File: config.mk
export PLATFORM = sky130hd
export DESIGN_NAME = es5503_mixer
export DESIGN_NICKNAME = d
export VERILOG_FILES = /design/src/rtl/es5503_mixer.sv
export SDC_FILE = /design/constraint.sdc
export NUM_CORES = 1
export LEC_CHECK = 0
export CAP_MARGIN = 20
export CORE_MARGIN = 4
export CORE_UTILIZATION = 40
export DETAILED_ROUTE_END_ITERATION = 7
export PLACE_DENSITY = 0.63
export SLEW_MARGIN = 5
export SYNTH_ARGS = -nofsm -noshare
export SYNTH_HDL_FRONTEND = slang
export SYNTH_SLANG_ARGS = --single-unit
export TNS_END_PERCENT = 5
File: constraint.sdc
create_clock -name CLK_14M -period 3.4 [get_ports CLK_14M]
set_clock_uncertainty 0.1 [all_clocks]
set_input_delay 0.34 -clock CLK_14M [delete_from_list [all_inputs] [get_ports CLK_14M]]
set_output_delay 0.34 -clock CLK_14M [all_outputs]
set_load 0.01 [all_outputs]
File: src/rtl/es5503_mixer.sv
// Stereo mixer behind the DOC oscillator engine: accumulates per-slot products, scales,
// saturates and hands out one stereo sample per scan. Optional peak meters: ES5503_MIX_PEAK_EN.
module es5503_mixer #(
  parameter int unsigned SHIFT = 3,
  parameter int unsigned ACC_W = 21
) (
  input  logic        CLK_14M,
  input  logic        reset_n,
  input  logic        sample_valid,
  input  logic [15:0] sample_in,
  input  logic [3:0]  ca_in,
  input  logic [4:0]  osc_count,
  input  logic        out_ready,
  input  logic        clr_overrun,
  output logic        out_valid,
  output logic [15:0] out_left,
  output logic [15:0] out_right,
`ifdef ES5503_MIX_PEAK_EN
  input  logic        peak_clr,
  output logic [14:0] peak_l,
  output logic [14:0] peak_r,
`endif
  output logic        overrun
);

  localparam int unsigned SAMP_W = 16;
  localparam int unsigned CNT_W  = 5;
  localparam logic signed [ACC_W-1:0] SAT_MAX = ACC_W'(32767);
  localparam logic signed [ACC_W-1:0] SAT_MIN = ACC_W'(-32768);

  logic signed [ACC_W-1:0] r_acc_l, r_acc_r;
  logic [CNT_W-1:0]        r_cnt;
  logic                    r_out_valid;
  logic [SAMP_W-1:0]       r_out_left, r_out_right;
  logic                    r_overrun;

  logic signed [ACC_W-1:0] w_ext, w_add_l, w_add_r, w_sum_l, w_sum_r, w_shl, w_shr;
  logic [SAMP_W-1:0]       w_sat_l, w_sat_r;
  logic                    w_done, w_load, w_drop;
  logic                    w_unused;

  function automatic logic [SAMP_W-1:0] sat16(input logic signed [ACC_W-1:0] v);
    if (v > SAT_MAX)      sat16 = 16'h7FFF;
    else if (v < SAT_MIN) sat16 = 16'h8000;
    else                  sat16 = v[SAMP_W-1:0];
  endfunction

  // Only bit 0 of the channel assignment picks a side.
  assign w_unused = ^ca_in[3:1];

  assign w_ext   = {{(ACC_W-SAMP_W){sample_in[SAMP_W-1]}}, sample_in};
  assign w_add_l = (sample_valid && !ca_in[0]) ? w_ext : '0;
  assign w_add_r = (sample_valid &&  ca_in[0]) ? w_ext : '0;
  assign w_sum_l = r_acc_l + w_add_l;
  assign w_sum_r = r_acc_r + w_add_r;
  assign w_shl   = w_sum_l >>> SHIFT;
  assign w_shr   = w_sum_r >>> SHIFT;
  assign w_sat_l = sat16(w_shl);
  assign w_sat_r = sat16(w_shr);

  // A lowered osc_count mid-frame still ends the frame on the next sample.
  assign w_done = sample_valid && (r_cnt >= osc_count);
  assign w_load = w_done && (!r_out_valid || out_ready);
  assign w_drop = w_done && r_out_valid && !out_ready;

  always_ff @(posedge CLK_14M) begin
    if (!reset_n) begin
      r_acc_l     <= '0;
      r_acc_r     <= '0;
      r_cnt       <= '0;
      r_out_valid <= 1'b0;
      r_out_left  <= 16'h0000;
      r_out_right <= 16'h0000;
      r_overrun   <= 1'b0;
    end else begin
      if (w_done) begin
        r_acc_l <= '0;
        r_acc_r <= '0;
        r_cnt   <= '0;
      end else if (sample_valid) begin
        r_acc_l <= w_sum_l;
        r_acc_r <= w_sum_r;
        r_cnt   <= r_cnt + CNT_W'(1);
      end

      if (w_load) begin
        r_out_left  <= w_sat_l;
        r_out_right <= w_sat_r;
        r_out_valid <= 1'b1;
      end else if (out_ready) begin
        r_out_valid <= 1'b0;
      end

      if (w_drop)           r_overrun <= 1'b1;
      else if (clr_overrun) r_overrun <= 1'b0;
    end
  end

  assign out_valid = r_out_valid;
  assign out_left  = r_out_left;
  assign out_right = r_out_right;
  assign overrun   = r_overrun;

`ifdef ES5503_MIX_PEAK_EN
  logic [14:0] r_peak_l, r_peak_r;
  logic [14:0] w_abs_l, w_abs_r, w_base_l, w_base_r;

  // Magnitude of a signed sample; -32768 clips to 32767 so it fits 15 bits.
  function automatic logic [14:0] abs15(input logic [SAMP_W-1:0] x);
    logic [SAMP_W-1:0] neg;
    neg = SAMP_W'(~x + SAMP_W'(1));
    if (x == 16'h8000)      abs15 = 15'h7FFF;
    else if (x[SAMP_W-1])   abs15 = neg[14:0];
    else                    abs15 = x[14:0];
  endfunction

  assign w_abs_l  = abs15(w_sat_l);
  assign w_abs_r  = abs15(w_sat_r);
  assign w_base_l = peak_clr ? 15'h0000 : r_peak_l;
  assign w_base_r = peak_clr ? 15'h0000 : r_peak_r;

  always_ff @(posedge CLK_14M) begin
    if (!reset_n) begin
      r_peak_l <= '0;
      r_peak_r <= '0;
    end else if (w_load) begin
      r_peak_l <= (w_abs_l > w_base_l) ? w_abs_l : w_base_l;
      r_peak_r <= (w_abs_r > w_base_r) ? w_abs_r : w_base_r;
    end else if (peak_clr) begin
      r_peak_l <= '0;
      r_peak_r <= '0;
    end
  end

  assign peak_l = r_peak_l;
  assign peak_r = r_peak_r;
`endif

endmodule

==> impl_metrics.csv, run 1 <==
group,metric,value,unit
detailed_routing,drt-pass1-iter-count,5,
critical_path,rrSetupSlack,0.24,ns
clocking,clkTransAtPathRegs,0.06,ns
detailed_routing,drc_errors,0,
global_routing,grt_pass1_vias,5577,
outcome,status,"completed",
global_routing,grt_max_degree,35,
detailed_routing,antenna_left,0,
flow_run,maxCapViolations,0,
detailed_routing,avgViaCountPerCell,5.48,
place,post_dp_cell_area,0.00727,mm^2
final_layout,area_delta_synth_final,40.8,%
final_layout,layoutNonFillerInstCount,999,
synthesis,synthCells,643,
critical_path,path_class,"in -> reg",
place,dpl.cell_count,975,
timing,period_minus_slack,3.30,ns
clocking,clock_latency,0.35,ns
floorplan,coreArea,0.0134,mm^2
floorplan,start_util,41.3,%
floorplan,fp.dieH,126,um
synthesis,yosysWarnings,0,
detailed_routing,vias,5475,
synthesis,synth_edf_count,0,
timing,tightestPinTransition,0.831,ns
clocking,ctsHoldBuffers,0,
timing,final-hold-violation-count,0,
synthesis,avgSynthCellArea,8.60,um^2
synthesis,synthArstFlopShare,0,%
clocking,numCtsBuffers,9,
timing,max_clock_freq,303,MHz
detailed_routing,avgRoutedWirePerCell,15.8,um
timing,slew_headroom,44.0,%
power_and_ir_drop,p_leak,0.00361,uW
final_layout,design_area,0.00778,mm^2
clocking,cts_root_buffer,"clkbuf_16",
final_layout,nNetsFinal,897,
timing,setup_viol,0,
global_routing,grt_pass1_wl,27.0,mm
place,gp_congestion,0.868,
detailed_routing,wirelength,15.8,mm
floorplan,die_w,126,um
floorplan,pin_count,64,
clocking,h-tree-depth,3,
power_and_ir_drop,p_total,2550,uW
synthesis,synth_seq_cells,81,
global_routing,antenna_found_initial,0,
final_layout,diodes,0,
place,port_buffers,60,
critical_path,start_kind,"input port",
power_and_ir_drop,ir_drop,0.221,mV
critical_path,cp-end-kind,"flip-flop",
synthesis,yosysUniqueCellTypes,69,
synthesis,syn_nets,721,
clocking,clock_sinks,81,
timing,slew_viol_final,0,
final_layout,drive_gt1_share,23.3,%
synthesis,synth_area,0.00553,mm^2
critical_path,worstPathArrival,3.48,ns
min_path,min_path_type,"in -> reg",
detailed_routing,first_iter_violations,325,
synthesis,ys_seq_area_share,29.3,%
global_routing,track_usage,20.6,%
final_layout,n_fill_cell,1208,
critical_path,required,3.59,ns
place,dp_hpwl,12.3,mm
clocking,cts_tree,"built",
critical_path,path_max_fanout,8,
global_routing,overflow,0,
power_and_ir_drop,power.density,328,mW/mm^2
floorplan,dieArea,0.0158,mm^2
floorplan,rows,42,
synthesis,yosys_most_used_dff,"dfxtp_1",
timing,post-route-period-util,96.9,%
final_layout,finish.utilization,58.1,%
clocking,clk_path_buf_depth,2,
-- kinds of logic after synthesis --
family | synth area share, %
AO/OA/AOI/OAI | 24.2
AND/OR/NAND/NOR | 18.5
XOR/XNOR | 6.20
adder cells (fa/ha/maj) | 11.1
multiplexers | 7.26
buffers and inverters | 3.37
flip-flops | 29.3
-- per-stage QoR --
step / setup WS, ns / hold WS [ns] / setup TNS [ns]
3_5_place_dp: -0.761 / 0.384 / -21.38
6_report: 0.105 / 0.375 / 0
2_1_floorplan: -0.0400 / 0.367 / -0.613
4_1_cts: 0.0127 / 0.391 / 0
3_3_place_gp: -0.630 / 0.378 / -17.75
5_1_grt: -0.00560 / 0.383 / -0.0144
-- where the power goes --
group          switching, uW  internal, uW
clock network            409           553
logic                    286           288
registers               27.3           990
-- critical path: stages --
cell and delay, ns:
clkdlybuf4s50_1 0.44, and3_4 0.20, fa_2 0.35, a21o_1 0.22
a221oi_4 0.30, a31oi_4 0.14, o31a_4 0.32, o21bai_4 0.15
a21oi_4 0.09, xnor2_4 0.16, buf_4 0.16, a31oi_4 0.20
buf_6 0.13, buf_12 0.11, o221a_1 0.16
-- worst paths after layout --
path | startpoint | to | cells past startpoint
max | sample_in[1] | out_right[13]$_SDFFE_PN0P_ | 15
min | sample_valid | r_acc_l[2]$_SDFFE_PP0P_ | 3
max reg2reg | r_acc_r[0]$_SDFFE_PP0P_ | out_right[13]$_SDFFE_PN0P_ | 14
min reg2reg | out_right[15]$_SDFFE_PN0P_ | out_right[15]$_SDFFE_PN0P_ | 2
-- placed cells by master, fill, tap and decap left out, types with 3 or more instances in the layout --
master,count
nand2b_1,6
o31ai_1,13
o21bai_1,3
o21ai_0,30
a211o_1,4
inv_1,17
xor2_1,16
a21oi_1,43
o21a_1,6
dfxtp_1,81
buf_12,5
ha_1,42
a211oi_1,7
mux2i_1,39
and3_1,18
buf_4,123
clkdlybuf4s50_1,57
clkbuf_16,9
nand3_1,14
nor3_1,8
o221a_1,10
buf_6,4
o21ai_1,3
and2_1,17
nand2_1,40
o221a_2,5
nor2_1,71
nor2b_1,9
nand4_1,7
or3_1,4
xnor2_1,20
ha_4,3
clkbuf_8,3
a21o_1,18
o211ai_1,5
-- flip-flops by register name (all words and copies together) (netlist names) --
register / count
r_acc_l: 21
r_acc_r: 21
out_left: 16
out_right: 16
r_cnt: 5
out_valid: 1
overrun: 1
-- synthesized netlist by cell type, types with 14 or more instances --
library cell / number / area (um^2)
dfxtp_1: 81 / 1620
nor2_1: 71 / 267
ha_1: 46 / 576
a21oi_1: 44 / 220
nand2_1: 40 / 150
mux2i_1: 39 / 390
o21ai_0: 31 / 155
and3_1: 20 / 125
xnor2_1: 20 / 175
a21o_1: 18 / 135
and2_1: 18 / 113
clkbuf_1: 17 / 63.8
inv_1: 17 / 63.8
xor2_1: 16 / 140
o31ai_1: 15 / 113
nand3_1: 14 / 70.1
-- layer usage --
metal | vias up | GRT usage, % | share of wire (%) | routed length [um]
li1 | 2719 | - | - | -
met1 | 2631 | 26.0 | 45 | 7200
met2 | 103 | 35.1 | 49 | 7780
met3 | 22 | 4.52 | 3.6 | 572
met4 | 0 | 5.93 | 1.8 | 278
met5 | - | 0 | 0 | 0
-- area by class of cell --
| type | instances | area (um^2) | area share, % |
|---|---|---|---|
| multi-input combinational | 517 | 3890 | 50.0 |
| timing repair buffer | 193 | 1690 | 21.8 |
| tap | 176 | 220 | 2.83 |
| sequential | 81 | 1620 | 20.8 |
| clock buffer | 12 | 267 | 3.42 |
| inverter | 17 | 63.8 | 0.820 |
| clock inverter | 3 | 25.0 | 0.322 |
-- what timing repair did --
| action | 4_1_cts | 5_1_grt |
|---|---|---|
| cloned | 1 | 0 |
| endpoints found under the setup margin | 30 | 27 |
| pin swaps | 10 | 10 |
| setup buffers | 5 | 3 |
| resized for setup | 14 | 10 |
Power figures use the tool's default switching activity.
==> run 2, diff against run 1 <==
--- a/config.mk
+++ b/config.mk
@@ -7,9 +7,10 @@
 export LEC_CHECK = 0
 export CAP_MARGIN = 20
 export CORE_MARGIN = 4
-export CORE_UTILIZATION = 40
+export CORE_UTILIZATION = 52
 export DETAILED_ROUTE_END_ITERATION = 7
-export PLACE_DENSITY = 0.63
+export MAX_ROUTING_LAYER = met4
+export PLACE_DENSITY = 0.78
 export SLEW_MARGIN = 5
 export SYNTH_ARGS = -nofsm -noshare
 export SYNTH_HDL_FRONTEND = slang
==> run 2 against run 1 <==
Net effect:
- largest cell class unchanged
- final cell count decreased by 4.1%
- setup slack better by 0.023 ns
- fmax up 0.69%
- die area shrank 22%
- sequential power barely moved
- register-to-register slack worse by 0.08 ns
==> impl_metrics.csv, run 2 (synthesized netlist as in run 1, its figures left out) <==
group,metric,value,unit
place,dp_hpwl,12.1,mm
final_layout,diodes,0,
flow_run,maxCapViolations,0,
place,post_dp_cell_area,0.00722,mm^2
min_path,min_from,"sample_valid",
critical_path,path_max_fanout,15,
clocking,cts_tree,"built",
critical_path,r2r_start,"r_acc_l[0]$_SDFFE_PP0P_",
clocking,clock_sinks,81,
timing,tightestPinTransition,0.859,ns
timing,max_clock_freq,306,MHz
floorplan,pin_count,64,
clocking,cts_root_buffer,"clkbuf_8",
floorplan,fp.dieH,111,um
power_and_ir_drop,p_leak,0.00357,uW
detailed_routing,antenna_left,0,
critical_path,path_cells,"clkdlybuf4s50_1, and3_1, ha_1, a21o_1, buf_4, nand4_1, a41o_1, a31oi_2, o2111a_1, nor3_1, nand2_1, a31oi_4, buf_12, o221a_1",
final_layout,design_area,0.00756,mm^2
clocking,h-tree-depth,3,
floorplan,dieArea,0.0123,mm^2
critical_path,crit_slowest_cell,"clkdlybuf4s50_1",
floorplan,coreArea,0.0103,mm^2
timing,setup_viol,0,
global_routing,track_usage,26.4,%
timing,post-route-period-util,96.3,%
critical_path,required,3.63,ns
detailed_routing,avgRoutedWirePerCell,16.8,um
critical_path,critPathCapture,"out_right[9]$_SDFFE_PN0P_",
critical_path,path_class,"in -> reg",
detailed_routing,vias,5587,
floorplan,start_util,53.6,%
critical_path,cp_num_cells,14,
floorplan,rows,37,
critical_path,worst_r2r_endpoint,"out_left[4]$_SDFFE_PN0P_",
clocking,numCtsBuffers,9,
final_layout,nNetsFinal,895,
timing,fin_ws,0.127,ns
global_routing,antenna_found_initial,0,
timing,fin_tns_setup,0,ns
global_routing,grt_pass1_wl,26.3,mm
final_layout,finish.utilization,73.2,%
floorplan,die_w,111,um
timing,slew_viol_final,0,
min_path,min_path_type,"in -> reg",
final_layout,final_cell_mix,"buf_4, dfxtp_1, nor2_1",
timing,slew_headroom,42.5,%
critical_path,critPathLaunch,"sample_in[4]",
timing,final-hold-violation-count,0,
clocking,clock_latency,0.38,ns
power_and_ir_drop,ir_drop,0.289,mV
clocking,clkTransAtPathRegs,0.08,ns
final_layout,drive_gt1_share,22.4,%
final_layout,layout_commonest_cell,"buf_4",
clocking,ctsHoldBuffers,0,
critical_path,path_delay_family,"compound AO/OA/AOI/OAI gates",
power_and_ir_drop,power.density,309,mW/mm^2
clocking,clk_path_buf_depth,2,
global_routing,grt_max_degree,36,
critical_path,rrSetupSlack,0.16,ns
detailed_routing,wirelength,16.1,mm
global_routing,overflow,0,
power_and_ir_drop,p_total,2330,uW
place,dp_slack,-0.729,ns
detailed_routing,avgViaCountPerCell,5.83,
global_routing,grt_pass1_vias,5510,
critical_path,crit_buf_inv,3,
place,port_buffers,60,
final_layout,n_fill_cell,771,
critical_path,worstPathArrival,3.50,ns
critical_path,cp_slowest_stage_delay,0.42,ns
detailed_routing,drc_errors,0,
detailed_routing,first_iter_violations,413,
place,gp_congestion,0.920,
critical_path,start_kind,"input port",
final_layout,reg_top3,"r_acc_l: 21 flops, r_acc_r: 21 flops",
critical_path,r2r_cells,12,
detailed_routing,drt-pass1-iter-count,7,
outcome,status,"completed",
timing,period_minus_slack,3.27,ns
final_layout,area_delta_synth_final,36.7,%
critical_path,cp-end-kind,"flip-flop",
run 2: routing by layer:
metal  share of wire [%]  GRT usage [%]
met2                  49           43.9
met3                 4.9           3.93
met1                  44           32.0
met4                 2.5           10.9
met5                   0              -
run 2: what timing repair did:
action | CTS | global route
endpoints found under the setup margin | 30 | 30
cloned | 0 | 1
setup buffers | 2 | 4
pin swaps | 3 | 8
resized for setup | 3 | 12
run 2: cell type report:
| type | instances | area, um^2 | area share, % |
|---|---|---|---|
| multi-input combinational | 517 | 3850 | 50.9 |
| timing repair buffer | 191 | 1660 | 22.0 |
| sequential | 81 | 1620 | 21.4 |
| tap | 136 | 170 | 2.25 |
| clock buffer | 12 | 145 | 1.92 |
| inverter | 17 | 63.8 | 0.844 |
| clock inverter | 4 | 51.3 | 0.679 |
run 2: worst min path at each step:
stage	endpoint	slack, ns	depth (start not counted)
4_1_cts	r_acc_r[1]$_SDFFE_PP0P_	0.32	4
6_report	r_acc_r[1]$_SDFFE_PP0P_	0.29	4
3_3_place_gp	out_left[15]$_SDFFE_PN0P_	0.38	2
2_1_floorplan	r_acc_l[2]$_SDFFE_PP0P_	0.37	2
3_5_place_dp	out_right[15]$_SDFFE_PN0P_	0.38	2
5_1_grt	r_acc_r[1]$_SDFFE_PP0P_	0.31	4
run 2: power by group:
| group | switching, uW | internal [uW] | leakage, uW | total (uW) |
|---|---|---|---|---|
| logic | 290 | 285 | 0.00282 | 574 |
| registers | 27.9 | 988 | 0.000658 | 1020 |
| clock network | 380 | 362 | 0.0000970 | 742 |
run 2: tightest hold or removal path: stages:
cell and delay (ns):
buf_4 0.13, buf_4 0.13, mux2i_1 0.07, nor2_1 0.07
run 2: through the flow:
stage	hold WS [ns]	std cells
floorplan	0.367	643
global placement	0.375	935
detailed placement	0.377	935
CTS	0.323	953
global route	0.313	958
finish	0.285	958
==> run 3, diff against run 2 <==
--- a/config.mk
+++ b/config.mk
@@ -5,12 +5,12 @@
 export SDC_FILE = /design/constraint.sdc
 export NUM_CORES = 1
 export LEC_CHECK = 0
-export CAP_MARGIN = 20
+export CAP_MARGIN = 0
 export CORE_MARGIN = 4
-export CORE_UTILIZATION = 52
+export CORE_UTILIZATION = 53
 export DETAILED_ROUTE_END_ITERATION = 7
 export MAX_ROUTING_LAYER = met4
-export PLACE_DENSITY = 0.78
+export PLACE_DENSITY = 0.76
 export SLEW_MARGIN = 5
 export SYNTH_ARGS = -nofsm -noshare
 export SYNTH_HDL_FRONTEND = slang
==> constraint.sdc (replaced) <==
create_clock -name CLK_14M -period 4 [get_ports CLK_14M]
set_clock_uncertainty 0.1 [all_clocks]
set_input_delay 0.4 -clock CLK_14M [delete_from_list [all_inputs] [get_ports CLK_14M]]
set_output_delay 0.4 -clock CLK_14M [all_outputs]
set_load 0.01 [all_outputs]
==> run 3 against run 2 <==
Net effect:
- sequential share of layout area rose by 2.2 points
- via count is 8.1% lower
- largest cell class unchanged
- final cell count down 8.0%
- critical endpoint is now out_left[6]$_SDFFE_PN0P_
- non-clock buffer count shrank 76
- register-to-register slack gained 0.49 ns
- count of clock-buffer cells in the layout down 2
- combinational power decreased by 27%
- die area shrank 1.7%
==> impl_metrics.csv, run 3 (synthesized netlist as in run 1, its figures left out) <==
group,metric,value,unit
final_layout,final_cell_mix,"dfxtp_1, nor2_1, clkdlybuf4s50_1",
critical_path,path_cells,"clkdlybuf4s50_1, nor2b_1, and2_1, ha_1, fa_1, a211oi_2, o211ai_1, a2111oi_4, o21ai_1, a31oi_1, xnor2_1, nand2b_1, buf_12, o31ai_1, a21oi_1",
detailed_routing,avgRoutedWirePerCell,16.3,um
detailed_routing,wirelength,14.3,mm
power_and_ir_drop,clkPwrFrac,32.5,%
detailed_routing,avgViaCountPerCell,5.83,
detailed_routing,drc_errors,0,
flow_run,maxCapViolations,0,
power_and_ir_drop,power.density,276,mW/mm^2
floorplan,rows,37,
power_and_ir_drop,power_frac_comb,22.0,%
final_layout,reg_top3,"r_acc_l: 21 flops, r_acc_r: 21 flops",
final_layout,drive_gt1_share,13.0,%
timing,max_clock_freq,264,MHz
critical_path,path_max_fanout,15,
final_layout,diodes,0,
place,port_buffers,60,
critical_path,critPathLaunch,"ca_in[0]",
place,gp_congestion,0.947,
floorplan,die_w,110,um
min_path,min_path_type,"in -> reg",
critical_path,worstPathArrival,3.94,ns
critical_path,r2r_start,"r_acc_r[0]$_SDFFE_PP0P_",
critical_path,cp-end-kind,"flip-flop",
timing,fin_tns_setup,0,ns
final_layout,design_area,0.00685,mm^2
timing,setup_viol,0,
floorplan,pin_count,64,
final_layout,layout_commonest_cell,"dfxtp_1",
timing,slew_viol_final,0,
power_and_ir_drop,intPower,1330,uW
floorplan,start_util,54.0,%
clocking,h-tree-depth,3,
final_layout,area_delta_synth_final,24.0,%
critical_path,crit_slowest_cell,"clkdlybuf4s50_1",
global_routing,grt_pass1_wl,23.5,mm
place,post_dp_cell_area,0.00663,mm^2
critical_path,worst_r2r_endpoint,"out_right[4]$_SDFFE_PN0P_",
global_routing,track_usage,25.0,%
critical_path,required,4.14,ns
global_routing,antenna_found_initial,0,
floorplan,fp.dieH,110,um
outcome,status,"completed",
final_layout,n_fill_cell,852,
power_and_ir_drop,p_seq_share,45.5,%
critical_path,start_kind,"input port",
power_and_ir_drop,power.net_switching,560,uW
timing,post-route-period-util,94.8,%
timing,slew_headroom,52.8,%
clocking,clock_latency,0.36,ns
detailed_routing,first_iter_violations,361,
timing,final-hold-violation-count,0,
place,dp_hpwl,10.9,mm
critical_path,rrSetupSlack,0.65,ns
global_routing,grt_pass1_vias,4914,
detailed_routing,drt-pass1-iter-count,5,
clocking,cts_tree,"built",
critical_path,cp_num_cells,15,
critical_path,path_delay_family,"compound AO/OA/AOI/OAI gates",
power_and_ir_drop,p_leak,0.00315,uW
critical_path,cp_slowest_stage_delay,0.50,ns
detailed_routing,vias,5133,
critical_path,crit_buf_inv,2,
global_routing,overflow,0,
timing,rsz0062_at_grt,"false",
timing,period_minus_slack,3.79,ns
detailed_routing,antenna_left,0,
clocking,ctsHoldBuffers,0,
power_and_ir_drop,ir_drop,0.199,mV
timing,tightestPinTransition,0.705,ns
critical_path,path_class,"in -> reg",
clocking,clock_sinks,81,
clocking,clkTransAtPathRegs,0.09,ns
final_layout,multi_input_area,0.00375,mm^2
critical_path,r2r_cells,13,
final_layout,nNetsFinal,819,
power_and_ir_drop,p_sw_share,29.6,%
clocking,numCtsBuffers,9,
global_routing,grt_max_degree,43,
final_layout,regArea,0.00162,mm^2
clocking,clk_path_buf_depth,2,
floorplan,dieArea,0.0121,mm^2
clocking,cts_root_buffer,"clkbuf_8",
critical_path,critPathCapture,"out_left[6]$_SDFFE_PN0P_",
floorplan,coreArea,0.0102,mm^2
[run 3: how the worst min path moves through the flow]
stage	start	depth (start not counted)	end
2_1_floorplan	r_acc_l[2]$_SDFFE_PP0P_	2	r_acc_l[2]$_SDFFE_PP0P_
3_3_place_gp	out_left[15]$_SDFFE_PN0P_	2	out_left[15]$_SDFFE_PN0P_
3_5_place_dp	r_acc_r[2]$_SDFFE_PP0P_	2	r_acc_r[2]$_SDFFE_PP0P_
4_1_cts	sample_valid	2	r_acc_r[2]$_SDFFE_PP0P_
5_1_grt	sample_valid	2	r_acc_r[2]$_SDFFE_PP0P_
6_report	sample_valid	2	r_acc_r[2]$_SDFFE_PP0P_
[run 3: worst register-to-register path: cells and delay by family, from the launching register on]
family	cells	cell delay [ns]
compound gates	8	1.74
flops	1	0.32
fa+ha+maj	2	0.63
buf+inv	2	0.33
xor+xnor	1	0.18
[run 3: layout make-up]
type,instances,share of cell area [%]
clock buffers,10,2.01
clock inverters,5,0.821
inverters,17,0.931
multi-input cells,517,54.7
flip-flops and latches,81,23.7
well taps,136,2.48
repair buffers,115,15.4
[run 3: through the flow]
step                hold WS (ns)  cells  utilization, %  setup WS [ns]  power (uW)
global route               0.363    881            67.0         0.0104        1990
detailed placement         0.387    865            64.8         -0.288        1290
finish                     0.352    881            67.0          0.209        1890
floorplan                  0.367    643               -          0.323        1140
global placement           0.375    865            64.8         -0.194        1270
CTS                        0.320    880            66.7         0.0643        1900
[run 3: per-layer routing]
metal / global-route usage [%] / vias to the layer above / wire, um
met2: 40.9 / 126 / 6850
met3: 3.84 / 24 / 650
met1: 31.3 / 2440 / 6500
met4: 8.97 / 0 / 340
li1: - / 2543 / -
met5: - / - / 0
[run 3: repair_timing]
action,4_1_cts,5_1_grt
setup buffers,0,1
setup endpoints to repair,0,30
resized for setup,0,2
[run 3: power by group through the flow]
stage / clock network [uW] / registers (uW) / logic (uW)
2_1_floorplan: 0 / 879 / 259
3_3_place_gp: 0 / 879 / 396
3_5_place_dp: 0 / 880 / 411
4_1_cts: 625 / 862 / 413
5_1_grt: 661 / 866 / 461
6_report: 615 / 862 / 418
